File: src/rtl/write_combine_buffer_if.sv
// Store-side bus bundle for the write-combine buffer: CPU store port, flush
// handshake and the masked burst write port towards L2/arbiter.
interface write_combine_buffer_if;
    logic         cpu_write;
    logic [15:0]  cpu_address;
    logic [15:0]  cpu_wdata;
    logic [1:0]   cpu_byte_enable;
    logic         cpu_resp;
    logic         flush;
    logic         flush_done;
    logic         mem_write;
    logic [15:0]  mem_address;
    logic [255:0] mem_wdata;
    logic [31:0]  mem_byte_mask;
    logic         mem_resp;

    // The buffer itself.
    modport slave (
        input  cpu_write, cpu_address, cpu_wdata, cpu_byte_enable, flush, mem_resp,
        output cpu_resp, flush_done, mem_write, mem_address, mem_wdata, mem_byte_mask
    );

    // The CPU/memory environment around it.
    modport master (
        output cpu_write, cpu_address, cpu_wdata, cpu_byte_enable, flush, mem_resp,
        input  cpu_resp, flush_done, mem_write, mem_address, mem_wdata, mem_byte_mask
    );
endinterface

File: src/rtl/write_combine_buffer.sv
// Single-line write-combine buffer: merges 16-bit CPU stores into a 256-bit
// line image with per-byte valid bits and drains it as one masked burst.
module write_combine_buffer (
    input logic                   clk,
    input logic                   rst,
    write_combine_buffer_if.slave bus
);
    typedef enum logic [1:0] {EMPTY, FILLING, DRAIN} state_t;

    state_t       state_q, state_d;
    logic [10:0]  tag_q;
    logic [255:0] line_q, line_merged;
    logic [31:0]  mask_q, mask_merged;

    logic [3:0]   word_idx;
    logic         tag_hit;
    logic         do_merge, latch_tag, clear_line;
    logic         cpu_resp, mem_write;
    logic         unused_addr_bit;

    assign word_idx        = bus.cpu_address[4:1];
    assign tag_hit         = (bus.cpu_address[15:5] == tag_q);
    assign unused_addr_bit = bus.cpu_address[0];

    // Image of the line/mask as they would look after merging the current store.
    always_comb begin
        line_merged = line_q;
        mask_merged = mask_q;
        if (bus.cpu_byte_enable[0]) begin
            line_merged[{word_idx, 4'd0} +: 8] = bus.cpu_wdata[7:0];
            mask_merged[{word_idx, 1'b0}]      = 1'b1;
        end
        if (bus.cpu_byte_enable[1]) begin
            line_merged[{word_idx, 4'd8} +: 8] = bus.cpu_wdata[15:8];
            mask_merged[{word_idx, 1'b1}]      = 1'b1;
        end
    end

    // NOTE: every output of this block gets a default first so no path leaves
    // a variable unassigned, which would otherwise infer a latch.
    always_comb begin
        state_d    = state_q;
        cpu_resp   = 1'b0;
        mem_write  = 1'b0;
        do_merge   = 1'b0;
        latch_tag  = 1'b0;
        clear_line = 1'b0;
        case (state_q)
            EMPTY: begin
                if (bus.cpu_write) begin
                    cpu_resp  = 1'b1;
                    latch_tag = 1'b1;
                    do_merge  = 1'b1;
                    if (bus.cpu_byte_enable != 2'b00) state_d = FILLING;
                end
            end
            FILLING: begin
                // Flush wins over a store in the same cycle; the store stalls.
                if (bus.flush) begin
                    state_d = DRAIN;
                end else if (bus.cpu_write) begin
                    if (tag_hit) begin
                        cpu_resp = 1'b1;
                        do_merge = 1'b1;
                        if (&mask_merged) state_d = DRAIN;
                    end else begin
                        state_d = DRAIN;
                    end
                end
            end
            DRAIN: begin
                mem_write = 1'b1;
                if (bus.mem_resp) begin
                    clear_line = 1'b1;
                    state_d    = EMPTY;
                end
            end
            default: state_d = EMPTY;
        endcase
    end

    // NOTE: sequential state uses non-blocking assignments so all registers
    // update together from values sampled before the edge.
    always_ff @(posedge clk) begin
        if (rst) begin
            state_q <= EMPTY;
            tag_q   <= '0;
            // NOTE: the line image is reset as well because it is visible on
            // mem_wdata in every state, not only while a burst is requested.
            line_q  <= '0;
            mask_q  <= '0;
        end else begin
            state_q <= state_d;
            if (latch_tag) tag_q <= bus.cpu_address[15:5];
            if (clear_line) begin
                line_q <= '0;
                mask_q <= '0;
            end else if (do_merge) begin
                line_q <= line_merged;
                mask_q <= mask_merged;
            end
        end
    end

    assign bus.cpu_resp      = cpu_resp;
    assign bus.mem_write     = mem_write;
    assign bus.flush_done    = bus.flush && (state_q == EMPTY);
    assign bus.mem_address   = {tag_q, 5'b0};
    assign bus.mem_wdata     = line_q;
    assign bus.mem_byte_mask = mask_q;
endmodule

File: src/flat_wrapper.sv
// flat-port wrapper written by rule: the top's interface ports become plain ports
module write_combine_buffer_flat 
  (clk, rst, bus_cpu_write, bus_cpu_address, bus_cpu_wdata, bus_cpu_byte_enable, bus_flush, bus_mem_resp, bus_cpu_resp, bus_flush_done, bus_mem_write, bus_mem_address, bus_mem_wdata, bus_mem_byte_mask);
  write_combine_buffer_if bus_i ();
  input logic clk;
  input logic rst;
  input wire logic [$bits(bus_i.cpu_write)-1:0] bus_cpu_write;
  input wire logic [$bits(bus_i.cpu_address)-1:0] bus_cpu_address;
  input wire logic [$bits(bus_i.cpu_wdata)-1:0] bus_cpu_wdata;
  input wire logic [$bits(bus_i.cpu_byte_enable)-1:0] bus_cpu_byte_enable;
  input wire logic [$bits(bus_i.flush)-1:0] bus_flush;
  input wire logic [$bits(bus_i.mem_resp)-1:0] bus_mem_resp;
  output wire logic [$bits(bus_i.cpu_resp)-1:0] bus_cpu_resp;
  output wire logic [$bits(bus_i.flush_done)-1:0] bus_flush_done;
  output wire logic [$bits(bus_i.mem_write)-1:0] bus_mem_write;
  output wire logic [$bits(bus_i.mem_address)-1:0] bus_mem_address;
  output wire logic [$bits(bus_i.mem_wdata)-1:0] bus_mem_wdata;
  output wire logic [$bits(bus_i.mem_byte_mask)-1:0] bus_mem_byte_mask;
  assign bus_i.cpu_write = bus_cpu_write;
  assign bus_i.cpu_address = bus_cpu_address;
  assign bus_i.cpu_wdata = bus_cpu_wdata;
  assign bus_i.cpu_byte_enable = bus_cpu_byte_enable;
  assign bus_i.flush = bus_flush;
  assign bus_i.mem_resp = bus_mem_resp;
  assign bus_cpu_resp = bus_i.cpu_resp;
  assign bus_flush_done = bus_i.flush_done;
  assign bus_mem_write = bus_i.mem_write;
  assign bus_mem_address = bus_i.mem_address;
  assign bus_mem_wdata = bus_i.mem_wdata;
  assign bus_mem_byte_mask = bus_i.mem_byte_mask;
  write_combine_buffer u_core (.clk(clk), .rst(rst), .bus(bus_i));
endmodule
File: config.mk
export PLATFORM = sky130hd
export DESIGN_NAME = write_combine_buffer_flat
export DESIGN_NICKNAME = d
export VERILOG_FILES = /design/src/rtl/write_combine_buffer_if.sv /design/src/rtl/write_combine_buffer.sv /design/src/flat_wrapper.sv
export SDC_FILE = /design/constraint.sdc
export NUM_CORES = 1
export LEC_CHECK = 0
export CAP_MARGIN = 5
export CORE_MARGIN = 3
export CORE_UTILIZATION = 40
export CTS_CLUSTER_DIAMETER = 60
export DETAILED_ROUTE_END_ITERATION = 8
export PLACE_DENSITY = 0.69
export SKIP_CTS_REPAIR_TIMING = 1
export SLEW_MARGIN = 20
export SYNTH_ARGS = -nofsm -noshare
export SYNTH_HDL_FRONTEND = slang
export SYNTH_SLANG_ARGS = --single-unit
File: constraint.sdc
create_clock -name clk -period 5.85 [get_ports clk]
set_input_delay 0.585 -clock clk [delete_from_list [all_inputs] [get_ports clk]]
set_output_delay 0.585 -clock clk [all_outputs]
set_load 0.03 [all_outputs]
==> flow_summary.yaml <==
place:
  hpwlAfterDp_mm: 28.87
  place_ws_ps: 1244
  postPlaceCellArea_um2: 15560
  dp.cells: 1952
  gp_congestion: 0.8783
  portBuffers: 339
synth:
  syn_inst: 1322
  yosysWarnings: 0
  synth.avg_cell_area_um2: 9.112
  synthArstFlopShare_pct: 0
  ys_types: 60
  seq_area_frac_synth_pct: 50.02
  synth_edf_count: 0
  synth.ff_latch_count: 301
  synth.cell_area_um2: 12050
  yosys_most_used_dff: "dfxtp_1"
global_routing:
  antenna_found_initial: 0
  grt_max_degree: 142
  grt_pass1_vias: 10420
  grt_pass1_wl_mm: 61.98
  grtUsageTotal_pct: 23.71
  grt_overflow: 0
worst_setup_path:
  reg2reg_to: "u_core.bus.mem_wdata[43]"
  worstSetupPathType: "primary input to register"
  rrSetupSlack_ps: 3070
  timing.rr.start: "u_core.tag_q[1]"
  end_kind: "register"
  cp_max_fo: 27
  arrival_ps: 4580
  required_ps: 6220
  reg2reg_depth: 7
  start_kind: "primary input"
clock_tree:
  cts_root_buffer: "clkbuf_16"
  cts_max_level: 2
  tritoncts: "done"
  clockBufferDepth: 3
  insertion_delay_ps: 510
  clock_sinks: 301
  numCtsBuffers: 36
  clk_pin_slew_ps: 60
floorplanning:
  core-area_um2: 29170
  rows: 62
  floorplan.initialDensity_pct: 41.30
  die_w_um: 179.5
  dieArea_um2: 32230
  die_h_um: 179.5
  io_pins: 346
finish:
  antennaDiodeCount: 0
  layout-drive-gt1-share_pct: 6.012
  syn2layout_area_growth_pct: 39.10
  final_cell_mix: "clkdlybuf4s50_1 (339), dfxtp_1 (301), nand2_1 (185)"
  layout.nets: 1653
  final_util_pct: 57.45
  design_area_um2: 16760
  finalNonFillerCells: 2014
  final_common_cell: "clkdlybuf4s50_1"
sta:
  slew-limit-headroom_pct: 34.52
  fin_crit_ps: 4207
  finalHoldViolCount: 0
  fin_skew_ps: 9.886
  max_freq_mhz: 237.7
  setup_violations: 0
  finalCritPeriodShare_pct: 71.92
  tns_ps: 0
  fin_ws_ps: 1643
  worst_pin_slew_ps: 978.6
  rsz0062_at_grt: "false"
  drv_slew: 0
  whs_ps: 447.8
worst_hold_path:
  min_to: "u_core.bus.mem_wdata[130]"
  hp-start: "u_core.bus.mem_wdata[130]"
  holdPathStages: 2
  hp-class: "register to register"
drt:
  drt_wl_total_mm: 40.08
  vias: 10740
  avgViaCountPerCell: 5.334
  ant_nets: 0
  wire_per_inst_um: 19.90
  drc: 0
  drt_iter0_drc: 770
  drtPass1Iterations: 6
power:
  total_power_mw: 4.956
  powerDensity_nw_per_um2: 295.8
  vdd_ir_drop_max_mv: 0.2256
  power_leakage_nw: 6.640
job:
  maxCapViolCount: 0
status:
  run_status: "complete, no violations"
## area by class of cell
cell class	instances	area [µm²]
Clock buffer	52	1074
Clock inverter	10	125.1
Fill cell	2631	12410
Inverter	18	67.56
Multi-Input combinational cell	899	5497
Sequential cell	301	6026
Tap cell	384	480.5
Timing Repair Buffer	350	3488
## power by group
group / internal, mW / switching [mW] / total [mW]
Sequential: 2.08 / 0.0338 / 2.11
Clock: 1.37 / 0.870 / 2.24
Combinational: 0.184 / 0.421 / 0.606
## synth_stat cells (all sizes together) (2+ instances only)
library cell,instances,share of area [%]
a211oi,2,0.21
o21ai,95,3.9
nand3,128,5.5
nand2,186,5.8
a21o,4,0.25
nand4b,3,0.27
and4,3,0.22
xnor2,12,0.87
a32oi,4,0.29
buf,38,1.9
nand4,27,2.2
and3,27,1.4
or2,2,0.10
and3b,2,0.15
a31oi,26,1.4
nor4,7,0.36
a21oi,44,1.8
a41o,3,0.25
clkbuf,70,2.2
o31ai,4,0.25
dfxtp,301,50
and2,17,0.88
nor3,3,0.17
nand2b,3,0.16
ha,8,0.83
inv,17,0.53
nor2,114,3.8
nor2b,4,0.21
mux2i,150,12
## worst max path at each step
| stage | start | end | slack [ps] | cells past startpoint |
|---|---|---|---|---|
| global route | bus_cpu_address[1] | u_core.bus.mem_wdata[71] | 1300 | 10 |
| detailed placement | bus_cpu_address[1] | u_core.bus.mem_wdata[18] | 1240 | 10 |
| floorplan | bus_cpu_address[2] | u_core.bus.mem_wdata[22] | 2850 | 10 |
| global placement | bus_cpu_address[1] | u_core.bus.mem_wdata[17] | 1310 | 10 |
| finish | bus_cpu_address[1] | u_core.bus.mem_wdata[22] | 1640 | 10 |
| CTS | bus_cpu_address[1] | u_core.bus.mem_wdata[22] | 1760 | 10 |
## critical path, stage by stage
cell and delay, ps:
clkdlybuf4s50_1 460, buf_4 300, clkinv_1 370, ha_1 500
ha_1 550, inv_1 110, a211oi_2 620, nand4_1 660
nand3_1 280, o21ai_0 100
## sequential cells by signal (all words and copies together), names as in the netlist
register / cells
u_core.bus.mem_byte_mask: 32
u_core.bus.mem_wdata: 256
u_core.state_q: 2
u_core.tag_q: 11
## cells by family after synthesis
kind of cell    Yosys count  share of synthesized area [%]
other cells               1                        0.03113
mux                     150                          12.46
flops                   301                          50.02
simple gates            531                          21.67
xor+xnor                 13                          1.008
compound gates          192                          9.327
buf+inv                 126                          4.653
fa+ha+maj                 8                         0.8309
## layer usage
metal / global-route usage, % / vias to the layer above / wire, µm
li1: - / 5151 / -
met1: 29.18 / 5044 / 16240
met2: 39.34 / 460 / 18580
met3: 7.538 / 88 / 3817
met4: 8.199 / 0 / 1434
met5: 0 / - / 0
No activity file was read; power rests on OpenSTA's default activity.
